### src/rtl/bin2bcd_module.sv
// Iterative double-dabble binary-to-BCD converter: one input bit per clock, start/busy/done handshake.
// Optional build macro BIN2BCD_SATURATE_EN clamps out-of-range results to 24'h999999.
module bin2bcd_module #(
  parameter int BIN_W = 20
) (
  input  logic             clk,
  input  logic             rst,
  input  logic             start,
  input  logic [BIN_W-1:0] bin_data,
  output logic             busy,
  output logic             done,
  output logic [23:0]      bcd_data,
  output logic             overflow
);

  localparam logic [1:0] ST_IDLE   = 2'd0;
  localparam logic [1:0] ST_SHIFT  = 2'd1;
  localparam logic [1:0] ST_FINISH = 2'd2;

  localparam int               CNT_W    = 5;
  localparam logic [CNT_W-1:0] LAST_CNT = CNT_W'(BIN_W - 1);
  // 21 bits so the zero-extension below never needs a zero-width replication.
  localparam logic [20:0]      MAX_DEC  = 21'd999999;

  logic [1:0]       state_q, state_d;
  logic [BIN_W-1:0] shift_q, shift_d;
  logic [23:0]      acc_q, acc_d;
  logic [CNT_W-1:0] cnt_q, cnt_d;
  logic             ovf_pend_q, ovf_pend_d;
  logic [23:0]      bcd_q, bcd_d;
  logic             ovf_q, ovf_d;
  logic             done_q, done_d;

  logic [23:0]      acc_adj;
  logic             in_range_ovf;

  assign in_range_ovf = {{(21-BIN_W){1'b0}}, bin_data} > MAX_DEC;

  // Add-3 correction on every digit that would reach 10 or more after the shift.
  always_comb begin
    acc_adj = acc_q;
    for (int i = 0; i < 6; i++) begin
      if (acc_q[4*i +: 4] >= 4'd5) begin
        acc_adj[4*i +: 4] = acc_q[4*i +: 4] + 4'd3;
      end
    end
  end

  always_comb begin
    // NOTE: every variable gets a default first so no path leaves it unassigned and infers a latch.
    state_d    = state_q;
    shift_d    = shift_q;
    acc_d      = acc_q;
    cnt_d      = cnt_q;
    ovf_pend_d = ovf_pend_q;
    bcd_d      = bcd_q;
    ovf_d      = ovf_q;
    done_d     = 1'b0;

    case (state_q)
      ST_IDLE: begin
        if (start) begin
          shift_d    = bin_data;
          acc_d      = '0;
          cnt_d      = '0;
          ovf_pend_d = in_range_ovf;
          state_d    = ST_SHIFT;
        end
      end
      ST_SHIFT: begin
        // Bit 23 of the corrected accumulator is the carry out of digit 5 and is dropped.
        acc_d   = {acc_adj[22:0], shift_q[BIN_W-1]};
        shift_d = shift_q << 1;
        cnt_d   = cnt_q + 5'd1;
        if (cnt_q == LAST_CNT) begin
          state_d = ST_FINISH;
        end
      end
      ST_FINISH: begin
`ifdef BIN2BCD_SATURATE_EN
        bcd_d = ovf_pend_q ? 24'h999999 : acc_q;
`else
        bcd_d = acc_q;
`endif
        ovf_d   = ovf_pend_q;
        done_d  = 1'b1;
        state_d = ST_IDLE;
      end
      default: begin
        state_d = ST_IDLE;
      end
    endcase
  end

  always_ff @(posedge clk) begin
    // NOTE: sequential state uses non-blocking assignments so every flop samples pre-edge values.
    if (rst) begin
      state_q    <= ST_IDLE;
      shift_q    <= '0;
      acc_q      <= '0;
      cnt_q      <= '0;
      ovf_pend_q <= 1'b0;
      bcd_q      <= '0;
      ovf_q      <= 1'b0;
      done_q     <= 1'b0;
    end else begin
      state_q    <= state_d;
      shift_q    <= shift_d;
      acc_q      <= acc_d;
      cnt_q      <= cnt_d;
      ovf_pend_q <= ovf_pend_d;
      bcd_q      <= bcd_d;
      ovf_q      <= ovf_d;
      done_q     <= done_d;
    end
  end

  assign busy     = (state_q != ST_IDLE);
  assign done     = done_q;
  assign bcd_data = bcd_q;
  assign overflow = ovf_q;

endmodule

### config.mk
export PLATFORM = sky130hd
export DESIGN_NAME = bin2bcd_module
export DESIGN_NICKNAME = d
export VERILOG_FILES = /design/src/rtl/bin2bcd_module.sv
export SDC_FILE = /design/constraint.sdc
export NUM_CORES = 1
export LEC_CHECK = 0
export BUFFER_PORTS_ARGS = -buffer_cell sky130_fd_sc_hd__buf_2
export CAP_MARGIN = 20
export CORE_MARGIN = 2
export CORE_UTILIZATION = 56
export DETAILED_ROUTE_END_ITERATION = 8
export PLACE_DENSITY = 0.79
export SLEW_MARGIN = 20
export SYNTH_ARGS = -nofsm -noshare
export SYNTH_HDL_FRONTEND = slang
export SYNTH_SLANG_ARGS = --single-unit
export TNS_END_PERCENT = 20
### constraint.sdc
create_clock -name clk -period 2.4 [get_ports clk]
set_input_delay 0.36 -clock clk [delete_from_list [all_inputs] [get_ports clk]]
set_output_delay 0.36 -clock clk [all_outputs]
set_load 0.02 [all_outputs]
# [Word level (Yosys, flattened, before mapping)]
# Cells that the tools add are included.
[op_classes] n_addsub=7 n_lt_le_gt_ge=7 eq_ne=5 muxes=16 reduce_logical=6
[ops] op="case mux 24 bit (2 select lines)" count=1
[ops] op="case mux 20 bit (2 select lines)" count=1
[ops] op=">= comparator 4 x 3 -> 1 bit (second input constant)" count=6
[ops] op="two-way mux 24 bit" count=1
[ops] op="adder 4 x 2 -> 4 bit (second input constant)" count=5
[ops] op="greater-than comparator 20 bit (second input constant)" count=1
[ops] op="two-way mux 20 bit" count=1
[ops] op="two-way mux 4 bit" count=5
[ops] op="case mux 5 bit (2 select lines)" count=1
[ops] op="AND reduction 2 bit" count=3
[ops] op="adder 5 x 1 -> 5 bit (second input constant)" count=1
[ops] op="equality test 5 bit (second input constant)" count=1
[ops] op="two-way mux 5 bit" count=1
[ops] op="two-way mux 2 bit" count=2
[ops] op="inequality test 2 bit (second input constant)" count=2
[ops] op="case mux 2 bit (2 select lines)" count=1
[ops] op="nonzero test 2 bit" count=2
[ops] op="adder 3 x 2 -> 3 bit (second input constant)" count=1
[ops] op="two-way mux 3 bit" count=1
[ops] op="equality test 2 x 1 -> 1 bit (second input constant)" count=1
[ops] op="equality test 2 bit (second input constant)" count=1
[ops] op="logical NOT 2 bit" count=1
[ops] op="two-way mux 1 bit" count=1
[totals] ff_bits=78 inputBits=23 output_inout_bits=27 wordCells=49

# [Depth between registers and ports, before layout]
[depth] depth_word=3 depth_mapped=6 mapped_depth_nobuf=6

# [Worst setup path after synthesis]
# Ideal clock, no wire load.
[synth_timing] kind="reg-to-reg" from="register acc_q[9]" to="register acc_q[10]" setup_time_ns=0.117 arrival_time_ns=1.233 required_time_ns=2.283 slack_ns=1.050 stages_incl_launch_ff=7 n_path_buf=0 synth_period_minus_slack_ns=1.350 path_cell_list="dfxtp_1 inv_1 ha_1 nand2b_1 a21oi_1 mux2i_1 a22o_1"
[synth_via] elab_chain_len=3 word_cells_on_any_way=4 cone_classes="1 x add/sub; 1 x order compare; 2 x mux"
[synth_rtl] element="start, declared" line_no="27" source="logic [23:0] acc_q, acc_d;"
[synth_rtl] element="start signal, assigned" line_no="100" source="acc_q <= '0;"
[synth_rtl] element="start signal, assigned" line_no="109" source="acc_q <= acc_d;"
[synth_rtl] element="adder 4 x 2 -> 4 bit or >= comparator 4 x 3 -> 1 bit (tied branches)" line_no="44, 43"
[synth_rtl] element="two-way mux 4 bit *" line_no="43" source="if (acc_q[4*i +: 4] >= 4'd5) begin"
[synth_rtl] element="case mux 24 bit (2 select lines) *" line_no="60" source="case (state_q)"
# Mark *: on every way between the ends. The rest lies on a longest branch, timed or not.
# A chain may end at the register's enable or synchronous reset.

# [Final worst setup path]
[layout_timing] from="register state_q[0]" to="register cnt_q[4]"
[layout_via] elab_chain_len=3 word_cells_on_any_way=6 cone_classes="2 x eq/ne; 1 x mux; 3 x reduce/logical"
[layout_rtl] element="start, declared" line_no="25" source="logic [1:0] state_q, state_d;"
[layout_rtl] element="start signal, assigned" line_no="107" source="state_q <= state_d;"
[layout_rtl] element="equality test 2 x 1 -> 1 bit or logical NOT 2 bit (tied branches)" line_no="60"
[layout_rtl] element="nonzero test 2 bit (no line) or inequality test 2 bit (tied branches)"
[layout_rtl] element="AND reduction 2 bit (no line)"
[layout_rtl] element="end signal, assigned" line_no="110" source="cnt_q <= cnt_d;"
[layout_rtl] element="end, declared" line_no="28" source="logic [CNT_W-1:0] cnt_q, cnt_d;"
# Parallel ways exist; a longest one is shown, timed or not.

==> run summary <==
Status = finished, final reports clean
Hold path depth = 3
Ant. Diodes = 0
Worst hold endpoint = shift_q[0]
Vias = 2858
Final period utilization = 0.6464
Post-Syn Area per Cell = 8.265 µm²
Mapped Cells = 403
Row cnt = 28
Fin area = 3795 µm²
R2R Path Start = state_q[0]
CTS Hold Buffers Added = 0
Slew @ Worst Pin = 0.6914 ns
Synth Register Bits = 78
Antenna-violating nets left = 0
Final Hold Fails = 0
Total grt overflow = 0
Worst hold path type = in -> reg
Pins Over Slew Limit = 0
Post-CTS setup buffers = 0
Crit path max fanout = 12
Asr flop ratio synth = 0
Vias in the first global route = 2600
Share of layout cells above drive strength 1 = 0.1644
CORE AREA = 5851 µm²
TNS Setup = 0 ns
Synth area leader = dfxtp_1
Leakage = 1.575 nW
WP data arrival = 1.84 ns
Worst hold margin = 0.2665 ns
Peak Freq = 644.6 MHz
RSZ-0062 raised after global routing = no
Reg2Reg Setup Slack = 0.85 ns
Power per cell area = 655.0 nW/µm²
Warnings, synthesis = 0
Netlist Area Pre-Place = 3331 µm²
Inserted Clock Buffers = 9
Tot GR Track Use = 0.2247
I/O pin count = 50
Data required, critical path = 2.69 ns
Die Wd = 81.12 µm
Final setup violation count = 0
Drt first pass iters = 4
Fin nets = 482
Die Ht = 81.12 µm
Share of the synthesized area in the top cell type = 0.4688
CP endpoint kind = register
Post-route minimum period = 1.551 ns
Initial antenna violation count = 0
Type of origin of the critical path = register
Area growth from synthesis to layout = 13.94%
Maximum VDD drop = 433.1 µV
Worst Min Path Start = bin_data[0]
Root buf cell = clkbuf_8
Drt via density = 5.444
Initial Utilization = 0.5693
Maxcap violations = 0
DP HPWL = 4.490 mm
Worst-path clk slew = 0.08 ns
Worst skew pair latency = 0.35 ns
Clk sinks = 78
Crit Path Class = reg -> reg
Drt wl/cell = 12.74 µm
Post-DP Area = 3606 µm²
Max-slew headroom at the worst pin = 0.5386
Initial DRC count = 110
EDFF count, synth = 0
Max Root-Sink Buffers = 2
Synth top area cells = dfxtp_1 (47%), nor2_1 (7.4%), a21oi_1 (6.6%)
H-Tree Level Count = 3
Resized Gates After CTS = 0
Unique masters post-synth = 31
Core Util, Final = 0.6486
Total wire length = 6.687 mm
First-pass GRT wire length = 11.40 mm
Mapped Nets = 439
Final RePlAce weighted congestion = 0.7703
DRC Markers = 0
CTS tree = yes
Crit Reg-Reg Endpoint = cnt_q[4]
Largest net degree at the start of global routing = 31
Pre-CTS setup slack = 0.8551 ns
R2R depth = 4
DIE AREA = 6580 µm²
Top-count cell post-synth = dfxtp_1
Synth top cells by count = dfxtp_1 (78), nor2_1 (66), nand2_1 (55), a21oi_1 (44), a22o_1 (17)
Main synth FF type = dfxtp_1
Seq/Total Area, Yosys = 0.4688
Buffers on Ports = 49
PnR worst setup slack = 0.8487 ns
Clock Skew = 0.004173 ns
-- flip-flops by register name, summed over array words and instances (netlist names) --
| name | cells |
|---|---|
| done | 1 |
| overflow | 1 |
| shift_q | 20 |
| state_q | 2 |
| acc_q | 24 |
| cnt_q | 5 |
| ovf_pend_q | 1 |
| bcd_data | 24 |
-- metrics by stage --
step                      total power (W)  std cells
final                            0.002486        525
after detailed placement         0.001555        510
after global routing             0.002576        525
after floorplan                  0.001502        403
after CTS                        0.002500        525
after global placement           0.001550        510
-- metal layers --
metal	part of all wire	routed length (µm)	vias to the layer above	global-route usage
met2	0.47	3133	57	0.3711
li1	-	-	1453	-
met4	0.017	116	0	0.1186
met5	0	0	-	0
met1	0.47	3171	1339	0.2780
met3	0.040	266	9	0.04222
-- how the worst max path moves through the flow --
stage | start | endpoint | slack (ns) | cells after the start
detailed placement | rst | acc_q[6] | 0.86 | 3
floorplan | acc_q[9] | acc_q[10] | 1.05 | 6
global placement | start | acc_q[16] | 0.90 | 5
finish | state_q[0] | cnt_q[4] | 0.85 | 4
CTS | state_q[0] | cnt_q[4] | 0.86 | 4
global route | acc_q[17] | acc_q[18] | 0.75 | 6
-- report_power, final --
group	switching, W	total [W]	internal (W)
sequential	0.0000218	0.00135	0.00133
clock	0.000461	0.000961	0.000500
combinational	0.000113	0.000172	0.0000597
total	0.000595	0.00249	0.00189
-- placed cells by master (no fill, tap or decap), types with 10 or more instances in the layout --
master and instances:
dfxtp_1 78, nor2_1 66, nand2_1 55, buf_2 49
a21oi_1 44, a22o_1 17, inv_1 14, nand3_1 13
nor4_1 13, ha_1 13, o21ai_0 11, clkbuf_8 10
-- cell type report --
type	count	area, µm²
clock buffer	11	141.4
clock inverter	4	47.55
fill	520	2056
inverter	14	52.55
multi-input combinational	288	1608
sequential	78	1562
tap	75	93.84
timing repair buffer	55	290.3
-- worst max-delay path, cell delays in order (launching register included) --
cell and delay [ns]:
dfxtp_1 0.44, and2b_1 0.44, nand4_1 0.17, or2_2 0.30
a21oi_1 0.13
-- cells by family (layout without fill, tap and decap cells) --
| kind of cell | after synthesis | in the layout | synth area share |
|---|---|---|---|
| muxes | 6 | 6 | 0.01803 |
| and+or+nand+nor | 176 | 176 | 0.2333 |
| xor gates and xnor gates | 12 | 12 | 0.03155 |
| DFF | 78 | 78 | 0.4688 |
| buffers and inverters | 37 | 84 | 0.04846 |
| adders and majority gates | 13 | 13 | 0.04884 |
| AOI/OAI and AO/OA | 81 | 81 | 0.1510 |
Power figures use the tool's default switching activity.
